## src/rtl/signature_frame_parser.sv

```systemverilog
// Byte-serial parser for SOF/region/auth/expiry/sig/XOR-checksum frames; presents validated fields with a strobe.
// Optional statistics counters (good_count, bad_count) are enabled by defining FRAME_STATS_EN.
module signature_frame_parser #(
    parameter logic [7:0]  SOF_BYTE = 8'hA5,
    parameter int unsigned TIMEOUT  = 255
`ifdef FRAME_STATS_EN
    ,
    parameter int unsigned CNT_W    = 16
`endif
) (
    input  logic             clk,
    input  logic             rst_n,
    input  logic [7:0]       in_data,
    input  logic             in_valid,
    output logic             in_ready,
    output logic [7:0]       region,
    output logic [7:0]       auth_level,
    output logic [7:0]       expiry,
    output logic [7:0]       signature_id,
    output logic             fields_valid,
    output logic             frame_err,
    output logic [1:0]       err_code,
    output logic             busy
`ifdef FRAME_STATS_EN
    ,
    output logic [CNT_W-1:0] good_count,
    output logic [CNT_W-1:0] bad_count
`endif
);

    typedef enum logic [2:0] {
        IDLE, F_REGION, F_AUTH, F_EXPIRY, F_SIG, F_CKSUM, EMIT
    } state_t;

    localparam logic [15:0] TMO_LAST = 16'(TIMEOUT - 1);

    state_t      r_state;
    logic [15:0] r_tmo_cnt;
    logic [7:0]  r_sh_region, r_sh_auth, r_sh_expiry, r_sh_sig;

    logic       w_xfer;
    logic [7:0] w_cksum;

    assign w_xfer  = in_valid & in_ready;
    assign w_cksum = r_sh_region ^ r_sh_auth ^ r_sh_expiry ^ r_sh_sig;

    // NOTE: all state and registered outputs use non-blocking assignments so every branch sees pre-edge values.
    always_ff @(posedge clk or negedge rst_n) begin
        if (!rst_n) begin
            r_state      <= IDLE;
            r_tmo_cnt    <= '0;
            r_sh_region  <= '0;
            r_sh_auth    <= '0;
            r_sh_expiry  <= '0;
            r_sh_sig     <= '0;
            in_ready     <= 1'b1;
            region       <= '0;
            auth_level   <= '0;
            expiry       <= '0;
            signature_id <= '0;
            fields_valid <= 1'b0;
            frame_err    <= 1'b0;
            err_code     <= 2'b00;
            busy         <= 1'b0;
        end else begin
            fields_valid <= 1'b0;
            frame_err    <= 1'b0;
            case (r_state)
                IDLE: begin
                    r_tmo_cnt <= '0;
                    if (w_xfer && in_data == SOF_BYTE) begin
                        r_state <= F_REGION;
                        busy    <= 1'b1;
                    end
                end
                F_REGION, F_AUTH, F_EXPIRY, F_SIG, F_CKSUM: begin
                    if (w_xfer) begin
                        r_tmo_cnt <= '0;
                        case (r_state)
                            F_REGION: begin r_sh_region <= in_data; r_state <= F_AUTH;   end
                            F_AUTH:   begin r_sh_auth   <= in_data; r_state <= F_EXPIRY; end
                            F_EXPIRY: begin r_sh_expiry <= in_data; r_state <= F_SIG;    end
                            F_SIG:    begin r_sh_sig    <= in_data; r_state <= F_CKSUM;  end
                            default: begin
                                if (in_data == w_cksum) begin
                                    region       <= r_sh_region;
                                    auth_level   <= r_sh_auth;
                                    expiry       <= r_sh_expiry;
                                    signature_id <= r_sh_sig;
                                    fields_valid <= 1'b1;
                                    in_ready     <= 1'b0;
                                    r_state      <= EMIT;
                                end else begin
                                    frame_err <= 1'b1;
                                    err_code  <= 2'b01;
                                    busy      <= 1'b0;
                                    r_state   <= IDLE;
                                end
                            end
                        endcase
                    end else if (r_tmo_cnt == TMO_LAST) begin
                        // The stalled frame is abandoned; its shadows are overwritten by the next one.
                        r_tmo_cnt <= '0;
                        frame_err <= 1'b1;
                        err_code  <= 2'b10;
                        busy      <= 1'b0;
                        r_state   <= IDLE;
                    end else begin
                        r_tmo_cnt <= r_tmo_cnt + 16'd1;
                    end
                end
                EMIT: begin
                    in_ready <= 1'b1;
                    busy     <= 1'b0;
                    r_state  <= IDLE;
                end
                default: begin
                    in_ready <= 1'b1;
                    busy     <= 1'b0;
                    r_state  <= IDLE;
                end
            endcase
        end
    end

`ifdef FRAME_STATS_EN
    always_ff @(posedge clk or negedge rst_n) begin
        if (!rst_n) begin
            good_count <= '0;
            bad_count  <= '0;
        end else begin
            if (fields_valid && good_count != '1) good_count <= good_count + 1'b1;
            if (frame_err && bad_count != '1)     bad_count  <= bad_count + 1'b1;
        end
    end
`endif

endmodule

```

## config.mk

```make
export PLATFORM = sky130hd
export DESIGN_NAME = signature_frame_parser
export DESIGN_NICKNAME = d
export VERILOG_FILES = /design/src/rtl/signature_frame_parser.sv
export SDC_FILE = /design/constraint.sdc
export NUM_CORES = 1
export LEC_CHECK = 0
export CAP_MARGIN = 15
export CORE_MARGIN = 8
export CORE_UTILIZATION = 40
export CTS_CLUSTER_SIZE = 8
export DETAILED_ROUTE_END_ITERATION = 10
export HOLD_SLACK_MARGIN = 0.08
export PLACE_DENSITY = 0.59
export SYNTH_ARGS = -nofsm -noshare
export SYNTH_HDL_FRONTEND = slang
export SYNTH_SLANG_ARGS = --single-unit
```

## constraint.sdc

```tcl
create_clock -name clk -period 5.88 [get_ports clk]
set_clock_uncertainty 0.05 [all_clocks]
set_input_delay 1.176 -clock clk [delete_from_list [all_inputs] [get_ports clk]]
set_output_delay 1.176 -clock clk [all_outputs]
set_load 0.01 [all_outputs]
```

==> results of run 1 <==
## cell usage after synthesis, types with 2 or more instances
cell type / instances
xnor3_1: 7
nor4bb_1: 2
nor2_1: 19
ha_1: 2
a21o_1: 3
o21ai_0: 4
buf_12: 3
mux2_4: 29
and3_1: 2
inv_1: 5
nand3_1: 12
nand2_1: 17
or3_1: 2
xnor2_2: 4
clkbuf_1: 4
a22o_1: 4
a21oi_1: 4
xnor2_1: 17
and2_1: 2
mux2_2: 35
nor3_1: 7
xor2_1: 5
nand4_1: 2
dfrtp_1: 88
o31ai_1: 4
## critical path: cells and delay by family
kind / cells / cell delay (ns)
multiplexers: 1 / 0.38
AND/OR/NAND/NOR: 2 / 0.82
buffers and inverters: 2 / 1.12
XOR/XNOR: 2 / 0.34
## layer usage
| layer | vias up | part of all wire, % | routed length (um) | track usage, % |
|---|---|---|---|---|
| met3 | 10 | 4.7 | 387 | 3.779 |
| met4 | 0 | 1.1 | 91 | 3.557 |
| met5 | - | 0 | 0 | 0 |
| met1 | 1277 | 48 | 4014 | 15.99 |
| met2 | 59 | 46 | 3797 | 19.00 |
| li1 | 1219 | - | - | - |
## metrics by stage
stage | setup WS, ns | cells | area [sq um] | hold WS (ns) | total power, mW
after floorplan | 3.083 | 309 | 4260 | 0.4422 | 0.6856
after global placement | 1.928 | 487 | 4850 | 0.4474 | 0.7160
after detailed placement | 1.837 | 487 | 4850 | 0.4441 | 0.7176
after CTS | 2.222 | 503 | 5027 | 0.4651 | 1.112
after global routing | 2.106 | 504 | 5035 | 0.4859 | 1.144
final | 2.224 | 504 | 5035 | 0.4610 | 1.093
## sequential cells by signal, summed over array words and instances (netlist names), 8 cells and up
register      count
signature_id      8
r_sh_expiry       8
expiry            8
auth_level        8
r_sh_sig          8
r_sh_auth         8
r_sh_region       8
r_tmo_cnt        16
region            8
## final cells by class
cell class                      instances  area, sq um  area share, %
Clock inverter                          6        50.05         0.9940
Inverter                                5        18.77         0.3728
Multi-Input combinational cell        207         1939          38.52
Tap cell                              136        170.2          3.380
Timing Repair Buffer                   51        500.5          9.940
Sequential cell                        89         2228          44.26
Clock buffer                           10        127.6          2.535
## worst max path at each step
| stage | cells after the start | end | startpoint |
|---|---|---|---|
| final | 7 | signature_id[2] | in_data[1] |
| after global routing | 7 | signature_id[2] | in_data[2] |
| after CTS | 7 | signature_id[3] | in_data[1] |
| after detailed placement | 7 | signature_id[2] | in_data[1] |
| after global placement | 7 | signature_id[2] | in_data[1] |
| after floorplan | 6 | auth_level[0] | in_data[5] |
## cell families (layout without fill, tap and decap cells)
| group | count (synthesis) | in the layout |
|---|---|---|
| compound gates | 29 | 29 |
| mux | 65 | 65 |
| xor+xnor | 34 | 34 |
| simple gates | 77 | 77 |
| fa+ha+maj | 2 | 2 |
| flops | 89 | 89 |
| buf+inv | 13 | 72 |
## power breakdown
part	total (mW)	switching, mW	internal [mW]
clock	0.389	0.230	0.158
sequential	0.626	0.00698	0.619
combinational	0.0784	0.0387	0.0397
total	1.09	0.276	0.817
==> results.md, run 1 <==
* Buffer count from post-CTS setup fixing at 0
* Ys async rst share at 100.0%
* Largest net degree at the start of global routing at 50
* Min-delay worst type: reg -> reg
* Mapped Nets at approximately 320
* Mux contribution to synthesized area at roughly a fifth
* Syn Inst Count at 309
* Compound-Gate Fraction of Synth Area at ~5%
* Syn Area/Cell at 13.79 sq um
* Post-synthesis sequential area ratio at a little over half
* CP endpoint kind: flip-flop
* Hold Fails Final Rpt at 0
* Number of global-route vias before repair at about 2700
* Synth area leaders: dfrtp_1 (52%), mux2_4 (10%), mux2_2 (9.3%)
* Post-synthesis cell type count at just over 50
* Ports at 49
* Routed vias/inst at slightly above 5
* RR Startpoint: r_sh_auth[2]
* Cts repair resizes at 0
* Slew Limit Fails at 0
* Setup TNS at 0 ns
* Commonest non-fill, non-tap cell in the layout: dfrtp_1
* FILL cells at between 900 and 1000
* Worst-Skew Late Latency at 0.36 ns
* Final Cycle Share at between 60% and 70%
* Status: completed
* Final Util at between 40% and 50%
* Die area at about 0.014 sq mm
* Inserted Diodes at 0
* Yosys reg bits at between 80 and 90
* Chip width at 119.2 um
* Xor/xnor cell area share of the yosys netlist at between 10% and 20%
* Critical path, cell by cell: clkdlybuf4s50_1, xnor2_1, xnor2_1, nand4_2, nor3_4, buf_4, mux2_2
* CP arrival at 3.86 ns
* Reg2Reg Depth at 6
* CP dominant cell by count: xnor2_1
* H-tree levels at 3
* CTS buffer count at 9
* Final setup viols at 0
* DR vias at roughly 2600
* Largest family of logic cells by synthesized area: multiplexers
* Post-synth EDFFs at 0
* Most frequent cells in the layout: dfrtp_1 (88), clkdlybuf4s50_1 (47), mux2_2 (35)
* Root Buffer Master: clkbuf_8
* Antenna Violating Nets Remaining at 0
* Initial drt markers at 223
* R2R Setup Slk at between 2 and 3 ns
* Fraction of the mapped netlist area in simple logic gates at under 10%
* Largest stage delay, worst path at 0.63 ns
* IO buf count at 48
* Worst VDD drop at around 0.10 mV
* Ys flop type: dfrtp_1
* Total global routing overflow at 0
* Clock Tree Buf Depth at 2
* DRT Wirelength at roughly 8300 um
* Critical path type: in -> reg
* Leakage at about 2.3 nW
* CP required at roughly 6.1 ns
* Cell Pwr Density at roughly 220 mW/mm^2
* Synthesis-to-finish area growth at 18.18%
* Final min period at approximately 3.7 ns
* First-pass detailed-route iteration total at 4
* CTS tree: built
* Layout cell share with drive strength beyond 1 at 26.09%
* Yosys top cell area share at about half
* First-pass GRT wire length at 14090 um
* WHS Path Cells at 1
* # rows at 37
* Core footprint at between 0.01 and 0.015 sq mm
* DR WL/cell at ~16 um
* Die Y at between 100 and 150 um
* Initial Util at 41.27%
* Actual slew at the worst max-slew pin at around 0.93 ns
* Final net count at 376
* Clk slew on worst S/H paths at 0.10 ns
* Hold Buf Count CTS at 0
* Crit start category: input port
* Synth area leader: dfrtp_1
* Mapped Area at approximately 0.0043 sq mm
* Slowest-stage cell, CP: clkdlybuf4s50_1
* GP Congestion at between 0.8 and 0.9
* Hold wc startpoint: signature_id[7]
* CP Max Fanout at 25
* HPWL after DPL at about 5700 um
* Drt drc at 0
* Clk sinks at ~90
* Adder-cell share of the synthesized area at 0.5874%
* Synth Warn # at 0
* Hold EP: signature_id[7]
* Antenna violations before repair at 0
* Unrepaired setup endpoints after global routing: false
* Max-slew headroom at between 30% and 40%
* Max_cap viols at 0
* GR Util All Layers at between 10% and 20%
* Worst R2R End: signature_id[2]
* Fmax at about 270 MHz
Note: power is estimated with default switching activity, not from simulation.
==> run 2: changes to the inputs <==
--- a/config.mk
+++ b/config.mk
@@ -11,7 +11,7 @@
 export CTS_CLUSTER_SIZE = 8
 export DETAILED_ROUTE_END_ITERATION = 10
 export HOLD_SLACK_MARGIN = 0.08
-export PLACE_DENSITY = 0.59
+export PLACE_DENSITY = 0.61
 export SYNTH_ARGS = -nofsm -noshare
 export SYNTH_HDL_FRONTEND = slang
 export SYNTH_SLANG_ARGS = --single-unit
==> constraint.sdc (replaced) <==
create_clock -name clk -period 3.35 [get_ports clk]
set_clock_uncertainty 0.05 [all_clocks]
set_input_delay 0.67 -clock clk [delete_from_list [all_inputs] [get_ports clk]]
set_output_delay 0.67 -clock clk [all_outputs]
set_load 0.01 [all_outputs]
==> results.md, run 2 (synthesis results as in run 1) <==
* Routed vias/inst at between 5 and 6
* Final min period at roughly 2.6 ns
* GR met3 Demand/Resource at 3.448%
* Layer with the highest usage: met2
* DR vias at between 2000 and 3000
* Number of global-route vias before repair at 2656
* Unrepaired setup endpoints after global routing: false
* Leakage at ~2.3 nW
* Largest net degree at the start of global routing at 90
* Inserted Diodes at 0
* CP Max Fanout at 33
* Placed Instances at between 400 and 500
* Ports at between 40 and 50
* Post-place setup slack at 0.3537 ns
* Initial drt markers at ~180
* Min-delay worst type: in -> async
* PnR worst setup slack at roughly 0.76 ns
* CTS tree: built
* Final setup viols at 0
* Overall power at 1.933 mW
* GR Util All Layers at 11.93%
* Worst-Skew Late Latency at roughly 0.36 ns
* First-pass detailed-route iteration total at 4
* DR WL/cell at around 16 um
* CTS buffer count at 9
* Met1 Resource Use GR at between 10% and 20%
* First-pass GRT wire length at 13720 um
* Critical path type: in -> reg
* Die Y at 119.2 um
* Final net count at 378
* Max_cap viols at 0
* Cell Pwr Density at approximately 380 mW/mm^2
* CP endpoint kind: flip-flop
* DP Area at approximately 0.0049 sq mm
* Clock Tree Buf Depth at 2
* Hold Buf Count CTS at 0
* Antenna Violating Nets Remaining at 0
* Antenna violations before repair at 0
* Top reg by flops: r_tmo_cnt
* WHS at 0.2882 ns
* Setup TNS at 0 ns
* Max reg flops at 16
* Non-filler instance count after layout at between 500 and 600
* Most frequent cells in the layout: dfrtp_1 (88), clkdlybuf4s50_1 (47), mux2_2 (35)
* Met2 usage at between 10% and 20%
* Worst VDD drop at 0.1639 mV
* Status: completed
* Clk slew on worst S/H paths at about 0.09 ns
* H-tree levels at 3
* Initial Util at around two fifths
* Hold Fails Final Rpt at 0
* GP Congestion at approximately 0.87
* Core footprint at around 0.010 sq mm
* Worst R2R End: signature_id[7]
* Total global routing overflow at 0
* # rows at 37
* Fmax at 385.4 MHz
* R2R Setup Slk at around 0.95 ns
* RR Startpoint: r_sh_auth[0]
* Actual slew at the worst max-slew pin at 0.7109 ns
* Final Cycle Share at a little under 80%
* Drt drc at 0
* Cts repair resizes at 0
* Root Buffer Master: clkbuf_8
* Reg2Reg Depth at 6
* Crit start category: input port
* Die area at 0.01421 sq mm
* CP arrival at 2.80 ns
* Max-slew headroom at between 50% and 60%
* Buffer count from post-CTS setup fixing at 0
* Slew Limit Fails at 0
* Layout cell share with drive strength beyond 1 at 26.49%
* Synthesis-to-finish area growth at 19.21%
* DRT Wirelength at 8029 um
* HPWL after DPL at between 5000 and 6000 um
* Final Util at between 40 and 50%
* Commonest non-fill, non-tap cell in the layout: dfrtp_1
* CP required at around 3.6 ns
* IO buf count at between 40 and 50
* Chip width at approximately 120 um
* Clk sinks at 89
* Fin area at a little over 0.005 sq mm
## run 2: cell count changes in the layout (fill, tap and decap cells not counted), sizes merged
cell	previous run	this run
clkinvlp	2	1
buf	4	6
clkinv	2	3
clkbuf	10	9
inv	7	8
## run 2: final cells by class
class                      instances  area, sq um
multi-input combinational        207         1934
timing repair buffer              53        540.5
sequential                        89         2228
tap                              136        170.2
clock buffer                       9        123.9
inverter                           5        18.77
clock inverter                     7        62.56
fill                             929         5245
## run 2: critical path: stages
cell and delay (ns):
clkdlybuf4s50_1 0.51, xnor2_1 0.18, xnor2_1 0.26, nand4_2 0.29, nor3_4 0.22, buf_12 0.27
mux2_2 0.36
## run 2: routing by layer
metal	vias up	wire [um]
li1	1215	-
met1	1263	3806
met2	54	3670
met3	13	397
met4	0	154
met5	-	0
## run 2: worst max path at each step
stage | startpoint | endpoint | cells past startpoint
2_1_floorplan | in_data[5] | auth_level[0] | 6
3_3_place_gp | in_data[0] | signature_id[2] | 7
3_5_place_dp | in_data[0] | signature_id[7] | 7
4_1_cts | in_data[0] | signature_id[7] | 7
5_1_grt | in_data[0] | signature_id[7] | 7
6_report | in_data[0] | signature_id[7] | 7
## run 2: where the power goes
part,switching (mW),internal [mW]
logic,0.0671,0.0714
clock network,0.413,0.284
registers,0.0122,1.09
